`src/rtl/swap_unpack.sv`:
```
// swap_unpack: collects a swapped nibble triple (a1, b1, c1) from a serial
// valid/ready stream and presents the restored (a, b, c) = (b1, a1, c1)
// through a registered valid/ready output, counting delivered triples.
module swap_unpack #(
  parameter int unsigned W = 4
) (
  input  logic         clk,
  input  logic         rst,
  input  logic         flush,
  input  logic [W-1:0] in_data,
  input  logic         in_valid,
  output logic         in_ready,
  output logic [W-1:0] out_a,
  output logic [W-1:0] out_b,
  output logic [W-1:0] out_c,
  output logic         out_valid,
  input  logic         out_ready,
  output logic [7:0]   frame_cnt
);

  typedef enum logic [1:0] {
    GET_A1 = 2'd0,
    GET_B1 = 2'd1,
    GET_C1 = 2'd2
  } state_t;

  state_t       state_q, state_d;
  logic [W-1:0] hold_a1_q, hold_a1_d;
  logic [W-1:0] hold_b1_q, hold_b1_d;
  logic [W-1:0] out_a_q, out_a_d;
  logic [W-1:0] out_b_q, out_b_d;
  logic [W-1:0] out_c_q, out_c_d;
  logic         out_valid_q, out_valid_d;
  logic [7:0]   frame_cnt_q, frame_cnt_d;

  logic accept;
  logic deliver;
  logic load;

  // Input readiness: flush blocks acceptance; the last word waits for the
  // output register to be free (or freed on this same edge).
  always_comb begin
    in_ready = 1'b1;
    if (flush) begin
      in_ready = 1'b0;
    end else if (state_q == GET_C1) begin
      in_ready = !out_valid_q || out_ready;
    end
  end

  assign accept  = in_valid && in_ready;
  assign deliver = out_valid_q && out_ready;
  assign load    = accept && (state_q == GET_C1);

  // Next-state for the collection FSM, the hold registers and the output slot.
  always_comb begin
    state_d     = state_q;
    hold_a1_d   = hold_a1_q;
    hold_b1_d   = hold_b1_q;
    out_a_d     = out_a_q;
    out_b_d     = out_b_q;
    out_c_d     = out_c_q;
    out_valid_d = out_valid_q;
    frame_cnt_d = frame_cnt_q;

    if (flush) begin
      state_d   = GET_A1;
      hold_a1_d = '0;
      hold_b1_d = '0;
    end else if (accept) begin
      unique case (state_q)
        GET_A1: begin
          hold_a1_d = in_data;
          state_d   = GET_B1;
        end
        GET_B1: begin
          hold_b1_d = in_data;
          state_d   = GET_C1;
        end
        GET_C1: begin
          state_d = GET_A1;
        end
        default: state_d = GET_A1;
      endcase
    end

    // A load on a delivery edge keeps out_valid high with the new triple.
    if (load) begin
      out_a_d     = hold_b1_q;
      out_b_d     = hold_a1_q;
      out_c_d     = in_data;
      out_valid_d = 1'b1;
    end else if (deliver) begin
      out_valid_d = 1'b0;
    end

    if (deliver) begin
      frame_cnt_d = frame_cnt_q + 8'd1;
    end
  end

  // State and data registers with asynchronous reset.
  always_ff @(posedge clk or posedge rst) begin
    if (rst) begin
      state_q     <= GET_A1;
      hold_a1_q   <= '0;
      hold_b1_q   <= '0;
      out_a_q     <= '0;
      out_b_q     <= '0;
      out_c_q     <= '0;
      out_valid_q <= 1'b0;
      frame_cnt_q <= '0;
    end else begin
      state_q     <= state_d;
      hold_a1_q   <= hold_a1_d;
      hold_b1_q   <= hold_b1_d;
      out_a_q     <= out_a_d;
      out_b_q     <= out_b_d;
      out_c_q     <= out_c_d;
      out_valid_q <= out_valid_d;
      frame_cnt_q <= frame_cnt_d;
    end
  end

  assign out_a     = out_a_q;
  assign out_b     = out_b_q;
  assign out_c     = out_c_q;
  assign out_valid = out_valid_q;
  assign frame_cnt = frame_cnt_q;

endmodule

```
`config.mk`:
```
export PLATFORM = sky130hd
export DESIGN_NAME = swap_unpack
export DESIGN_NICKNAME = d
export VERILOG_FILES = /design/src/rtl/swap_unpack.sv
export SDC_FILE = /design/constraint.sdc
export NUM_CORES = 1
export LEC_CHECK = 0
export BUFFER_PORTS_ARGS = -buffer_cell sky130_fd_sc_hd__buf_2
export CORE_MARGIN = 4
export CORE_UTILIZATION = 50
export DETAILED_ROUTE_END_ITERATION = 10
export PLACE_DENSITY = 0.85
export SYNTH_ARGS = -nofsm -noshare
export SYNTH_HDL_FRONTEND = slang
export SYNTH_SLANG_ARGS = --single-unit
```
`constraint.sdc`:
```
create_clock -name clk -period 1.9 [get_ports clk]
set_input_delay 0.38 -clock clk [delete_from_list [all_inputs] [get_ports clk]]
set_output_delay 0.38 -clock clk [all_outputs]
set_load 0.03 [all_outputs]
```
## Word level (Yosys, flattened, before mapping)

Cells that the tools add are included.

- Bits in latches: 0
- Output and inout port bits: 22
- ROM bits: 0
- Register bits: 31
- Memories kept: 0
- Input bits: 9
- RAM bits: 0

- Divide/modulo/power cells: 0
- Muxes and demuxes: 13
- Reduce and logical (&&, ||, !) cells: 12
- Multipliers: 0
- Shifts and indexed selects: 0
- $lt $le $gt $ge: 0
- Add/sub/neg operators: 1
- Bitwise logic cells: 0
- Equal/unequal tests: 2

Operators by type and width:

| cell | count |
|---|---|
| $mux 4 | 6 |
| $add 8x1->8 const B | 1 |
| $reduce_bool 2->1 | 4 |
| $mux 1 | 4 |
| $mux 2 | 2 |
| $pmux 2 s2 | 1 |
| $reduce_and 2->1 | 2 |
| $logic_and 1x1->1 | 3 |
| $eq 2x1->1 const B | 1 |
| $eq 2x2->1 const B | 1 |
| $logic_not 2->1 | 1 |
| $logic_not 1->1 | 1 |
| $logic_or 1x1->1 | 1 |

## Logic depth before layout (Yosys ltp)

Gate-level depths: netlist of the first run.

- Depth after elaboration: 7
- Mapped depth: 4
- Mapped depth without buffers: 3

## Worst setup path after synthesis of the first run

OpenSTA, ideal clock, no wires.

- Kind: register to output
- Start: register out_valid_q, in the netlist out_valid
- End: output port in_ready
- Stages on the path, launching flop included: 3
- Setup slack: 0.378 ns
- Buffers on the path: 0
- Data arrival time: 1.142 ns
- Cells stage by stage: dfrtp_1 > nor4bb_1 > nor2_1

- Cells in the longest elaborated chain, start to end: 4

RTL lines:

| element | RTL line | RTL |
|---|---|---|
| from (decl) | 33 | `logic out_valid_q, out_valid_d;` |
| from (signal assigned) | 120 | `out_valid_q <= out_valid_d;` |
| $logic_not 1->1 | 47 | `in_ready = !out_valid_q \|\| out_ready;` |
| $logic_or 1x1->1 | 47 |  |
| $mux 1 | 46 | `end else if (state_q == GET_C1) begin` |
| $mux 1 | 44 | `if (flush) begin` |
| to (decl) | 12 | `output logic in_ready,` |

Every way passes these cells.

## Final worst setup path of the first run

- Start: register state_q[0]
- End: output port in_ready

- Cells in the longest elaborated chain, start to end: 3

RTL lines:

| element | RTL line | RTL |
|---|---|---|
| from (decl) | 27 | `state_t state_q, state_d;` |
| from (signal assigned) | 114 | `state_q <= state_d;` |
| $eq 2x2->1 | 46 |  |
| $mux 1 | 46 |  |
| $mux 1 | 44 |  |

Every way passes these cells.

==> results of run 1 <==
metal layers:
| layer | up-vias | part of all wire | GRT usage |
|---|---|---|---|
| met4 | 0 | 0.014 | 0.0518 |
| met2 | 33 | 0.46 | 0.244 |
| met5 | - | 0 | 0 |
| li1 | 396 | - | - |
| met1 | 417 | 0.45 | 0.208 |
| met3 | 5 | 0.068 | 0.0697 |
critical path, stage by stage, from the launching register on:
cell and delay [ns]:
dfrtp_1 0.45, nor4bb_1 0.32, nor2_1 0.09, buf_2 0.19
cell usage after synthesis, drive strengths merged, types with 2 or more instances:
library cell / number
nand3: 2
a21oi: 2
nor2: 10
xnor2: 7
nand2: 4
mux2: 13
nand4: 3
and3: 2
mux2i: 8
inv: 2
dfrtp: 31
stage by stage:
step           total power, µW   util
6_report                  1530  0.622
5_1_grt                   1610  0.622
4_1_cts                   1540  0.622
3_5_place_dp              1160  0.599
3_3_place_gp              1150  0.599
2_1_floorplan             1050      -
flip-flops by register name, indices dropped and copies added (netlist names):
| name | cells |
|---|---|
| out_b | 4 |
| out_a | 4 |
| hold_b1_q | 4 |
| out_valid | 1 |
| state_q | 2 |
| out_c | 4 |
| hold_a1_q | 4 |
| frame_cnt | 8 |
kinds of logic (layout without fill, tap and decap cells):
kind of cell,count (synthesis),after routing
AO/OA/AOI/OAI,3,3
buffers and inverters,4,40
AND/OR/NAND/NOR,27,27
adder cells (fa/ha/maj),1,1
flip-flops,31,31
XOR/XNOR,7,7
multiplexers,21,21
cell type report:
type | instances | area share
clock buffer | 6 | 0.0333
clock inverter | 1 | 0.00325
inverter | 2 | 0.00487
multi-input combinational | 59 | 0.329
sequential | 31 | 0.503
tap | 30 | 0.0244
timing repair buffer | 31 | 0.102
power groups by stage:
stage / clock network [µW] / logic [µW] / registers (µW)
after floorplan: 0 / 126 / 922
after global routing: 426 / 373 / 809
after CTS: 391 / 354 / 796
after detailed placement: 0 / 353 / 807
final: 381 / 349 / 796
after global placement: 0 / 346 / 802
final timing paths:
check                                                end
worst max-delay path                            in_ready
max in group asynchronous       hold_b1_q[3]$_DFFE_PP0P_
worst min register to register  frame_cnt[7]$_DFFE_PP0P_
min in group clk                    out_c[0]$_DFFE_PP0P_
worst min-delay path                out_b[0]$_DFFE_PP0P_
worst max register to register      out_c[2]$_DFFE_PP0P_
==> results.md, run 1 <==
- Number of global-route vias before repair: about 900
- CTS Buffer Depth: 2
- Logic pwr share: 0.229
- EDFF count, synth: 0
- Clk pwr share: 0.250
- Element type at the critical path end: output pin
- Syn Area/Cell: 13.9 µm²
- Clock-pin slew on the worst setup and hold paths: 0.10 ns
- Synth top area share: 0.594
- R2R cell count: 3
- Routed vias/inst: 5.32
- Largest family of logic cells by synthesized area: multiplexers
- Sw frac: 0.321
- Synth Area in Adders: 0.00959
- R2r startpoint: state_q[1]$_DFFE_PP0P_
- Total global routing overflow: 0
- Compound-Gate Fraction of Synth Area: 0.0144
- Largest net degree at the start of global routing: 32
- Area Growth Syn to Fin: 18.1%
- Leakage: 0.000864 µW
- Setup slack at placement: 0.233 ns
- DRC errors left: 0
- Final worst slack: 0.151 ns
- TritonCTS Sinks: 31
- # port buffers: 30
- Most frequent cells in the layout: 31 x dfrtp_1, 30 x buf_2, 10 x nor2_1
- Dpl cells: approximately 150
- Crit Path Class: reg -> out
- Final instance area: approximately 1500 µm²
- GP Congestion: roughly 0.76
- Largest area contributor in the netlist: dfrtp_1
- Fmax: 0.572 GHz
- Layout cells sized above 1: 0.408
- Max FO, Critical Path: 6
- DIE AREA: about 3500 µm²
- Fin Setup TNS: 0 ns
- R2R Setup Slk: 0.41 ns
- Worst Skew: between 0.01 and 0.015 ns
- Power Dens Cells: 990 nW/µm²
- Most common cell after layout, fill and taps aside: dfrtp_1
- Int Power: around 1000 µW
- Flip-flop and latch area: 776 µm²
- Fin Hold WS: 0.105 ns
- Max-cap violations: 0
- Worst-skew pair later-pin latency: 0.33 ns
- Syn Inst Count: 94
- Beginning of the critical path: state_q[0]$_DFFE_PP0P_
- Fin. Hold Viols: 0
- Sequential element share of the synthesized area: 0.594
- Routed WL per cell: between 15 and 20 µm
- CTS tree: built
- Placed inst area: roughly 1500 µm²
- # H-tree levels: 2
- # hold bufs at CTS: 0
- Primary FF master, synth: dfrtp_1
- DR iter-0 viols: 25
- Router iterations before antenna repair: 4
- Post-CTS Resized: 0
- Diodes inserted: 0
- Die X: 59.1 µm
- Antenna violations before repair: 0
- Dpl hpwl: ~1.7 mm
- Fillers: 204
- Final Routed Wirelength: roughly 2.4 mm
- Slew Limit Fails: 0
- Status: complete, no violations
- Setup-failing EPs final: 0
- Post-Synth XOR/XNOR Area: 0.0470
- WP data required: roughly 1.5 ns
- Final Critical Period: about 1.7 ns
- Number of buffers created by CTS: 5
- Cell Area, Synth: 1310 µm²
- Row count: 18
- Worst vdd ir: between 0.6 and 0.7 mV
- Distinct cells, synth: 23
- Root buffer cell: clkbuf_4
- NumNets Final: 140
- Sw Pwr: ~490 µW
- Core area: about 2500 µm²
- Sequential fraction of design power: 0.522
- Synth Area in Simple Gates: 0.118
- Multi-input logic area: roughly 510 µm²
- Max_slew headroom: 0.668
- CP startpoint kind: flop
- Post-CTS setup-driven buffer insertion count: 0
- Die Ht: 59.1 µm
- Worst-Margin Slew: 0.496 ns
- RSZ-0062 raised after global routing: false
- Final non-filler cell total: between 150 and 200
- Total GRT Usage: 0.161
- Via count: 851
- Hold Path Class: in -> async
- #FFs+latches synth: 31
- Synth warn: 0
- Initial Utilization: 0.527
- First-pass GRT wire length: 4.15 mm
- Multiplexer share of the synthesized area: 0.199
- Fin crit share: 0.921
- Async S/R FF share, synth: 1.00
- Top cells by area, synth: dfrtp_1 59%, mux2_4 10%, mux2i_1 6.1%, xnor2_1 4.7%, mux2_2 3.5%
- Antenna-violating nets left: 0
- IO Count: 31
- Critical path data arrival time: between 1 and 1.5 ns
- Syn_nets: roughly 100
Power figures use the tool's default switching activity.
==> run 2: changes to the inputs <==
REMOVE_ABC_BUFFERS = 1   (was unset)
==> results.md, run 2 (same netlist as run 1, synthesis figures left out) <==
- Hold Path Class: in -> async
- Routed vias/inst: 5.21 (-2.0%)
- Largest register FFs: 8 (unchanged)
- DIE AREA: 3490 µm² (unchanged)
- Most frequent cells in the layout: 31 x dfrtp_1, 30 x buf_2, 10 x nor2_1
- Fin. Hold Viols: 0 (unchanged)
- Layout cells sized above 1: 0.405 (-0.00311)
- Number of buffers created by CTS: 5 (unchanged)
- Setup-failing EPs final: 0 (unchanged)
- Flip-flop and latch area: 776 µm² (unchanged)
- Router iterations before antenna repair: 4 (unchanged)
- Area Growth Syn to Fin: 19.1%
- Fin Setup TNS: 0 ns (unchanged)
- Element type at the critical path end: output pin
- First-pass GRT wire length: 3.94 mm (-5.2%)
- Fmax: 0.574 GHz (+0.33%)
- Core area: 2480 µm² (unchanged)
- GP Congestion: 0.748 (-1.7%)
- Fin crit share: 0.918 (-0.00300)
- Post-CTS Resized: 0 (unchanged)
- Total global routing overflow: 0 (unchanged)
- Number of global-route vias before repair: 871 (-3.4%)
- Max-cap violations: 0 (unchanged)
- Root buffer cell: clkbuf_4
- DR iter-0 viols: 29 (+16%)
- Final Critical Period: 1.74 ns (-0.00570 ns)
- # H-tree levels: 2 (unchanged)
- Die X: 59.1 µm (unchanged)
- Routed WL per cell: 14.2 µm (-6.7%)
- Via count: 839 (-1.4%)
- Worst vdd ir: 0.765 mV (+23%)
- Finished Core Util: 0.627 (+0.00505)
- NumNets Final: 140 (unchanged)
- Fillers: 211 (+3.4%)
- TritonCTS Sinks: 31 (unchanged)
- WP data required: 1.52 ns (about the same)
- Max_slew headroom: 0.655 (-0.0133)
- Multi-input logic area: 507 µm² (unchanged)
- Antenna violations before repair: 0 (unchanged)
- Initial Utilization: 0.527 (unchanged)
- Row count: 18 (unchanged)
- Largest net degree at the start of global routing: 32 (unchanged)
- Clock-pin slew on the worst setup and hold paths: 0.09 ns (about the same)
- CTS tree: built
- # port buffers: 30 (unchanged)
- Leakage: 0.000868 µW (+0.52%)
- Worst-Margin Slew: 0.516 ns (+0.0199 ns)
- Final Routed Wirelength: 2.29 mm (-6.2%)
- Status: complete, no violations
- Most common cell after layout, fill and taps aside: dfrtp_1
- Dpl hpwl: 1.69 mm (-2.7%)
- RSZ-0062 raised after global routing: false
- Diodes inserted: 0 (unchanged)
- CP startpoint kind: flop
- Final instance area: 1550 µm² (+0.81%)
- Power Dens Cells: 1010 nW/µm² (+2.3%)
- CTS Buffer Depth: 2 (unchanged)
- Crit Path Class: reg -> out
- Placed inst area: 1490 µm² (unchanged)
- IO Count: 31 (unchanged)
- Slew Limit Fails: 0 (unchanged)
- # hold bufs at CTS: 0 (unchanged)
- Total GRT Usage: 0.156 (-0.00546)
- Critical path data arrival time: 1.36 ns (about the same)
- Post-CTS setup-driven buffer insertion count: 0 (unchanged)
- Antenna-violating nets left: 0 (unchanged)
- DRC errors left: 0 (unchanged)
- Max FO, Critical Path: 6 (unchanged)
- Die Ht: 59.1 µm (unchanged)
- Worst Skew: 0.00444 ns (-0.00691 ns)
- Worst-skew pair later-pin latency: 0.32 ns (about the same)
## run 2: cell types whose count changed in the layout (fill, tap and decap cells not counted), sizes merged
cell	delta
clkinv	-1
clkbuf	+2
## run 2: critical path: stages, from the launching register on
cell and delay (ns):
dfrtp_1 0.45, nor4bb_1 0.32, nor2_1 0.09, buf_2 0.19
## run 2: per-stage QoR
step | cells | setup slack, ns | total power, µW | hold slack (ns)
after floorplan | 92 | 0.378 | 1050 | 0.446
after global placement | 153 | 0.275 | 1150 | 0.457
after detailed placement | 153 | 0.235 | 1160 | 0.459
after CTS | 161 | 0.151 | 1590 | 0.120
after global routing | 161 | 0.00457 | 1660 | 0.137
final | 161 | 0.156 | 1570 | 0.115
## run 2: cell type report
class                      instances  share of cell area
timing repair buffer              31               0.101
sequential                        31               0.499
multi-input combinational         59               0.326
clock buffer                       8              0.0443
inverter                           2             0.00483
tap                               30              0.0242
## run 2: power by group
group,internal [µW],total [µW],switching [µW]
Combinational,133,348,215
Sequential,732,794,62.2
Clock,218,431,213
## run 2: metal layers
metal  up-vias  global-route usage  share of wire
li1        398                   -              -
met1       406               0.182           0.42
met2        31               0.241           0.47
met3         4              0.0828          0.095
met4         0              0.0583          0.010
met5         -                   0              0
## run 2: final timing paths
path	start	endpoint	slack [ns]	cells past startpoint
max	state_q[0]$_DFFE_PP0P_	in_ready	0.16	3
max in group asynchronous	rst	out_c[2]$_DFFE_PP0P_	1.51	3
min reg2reg	frame_cnt[7]$_DFFE_PP0P_	frame_cnt[7]$_DFFE_PP0P_	0.47	1
max reg2reg	state_q[1]$_DFFE_PP0P_	out_b[0]$_DFFE_PP0P_	0.43	3
min in group clk	in_valid	state_q[1]$_DFFE_PP0P_	0.31	2
min	rst	frame_cnt[7]$_DFFE_PP0P_	0.11	3
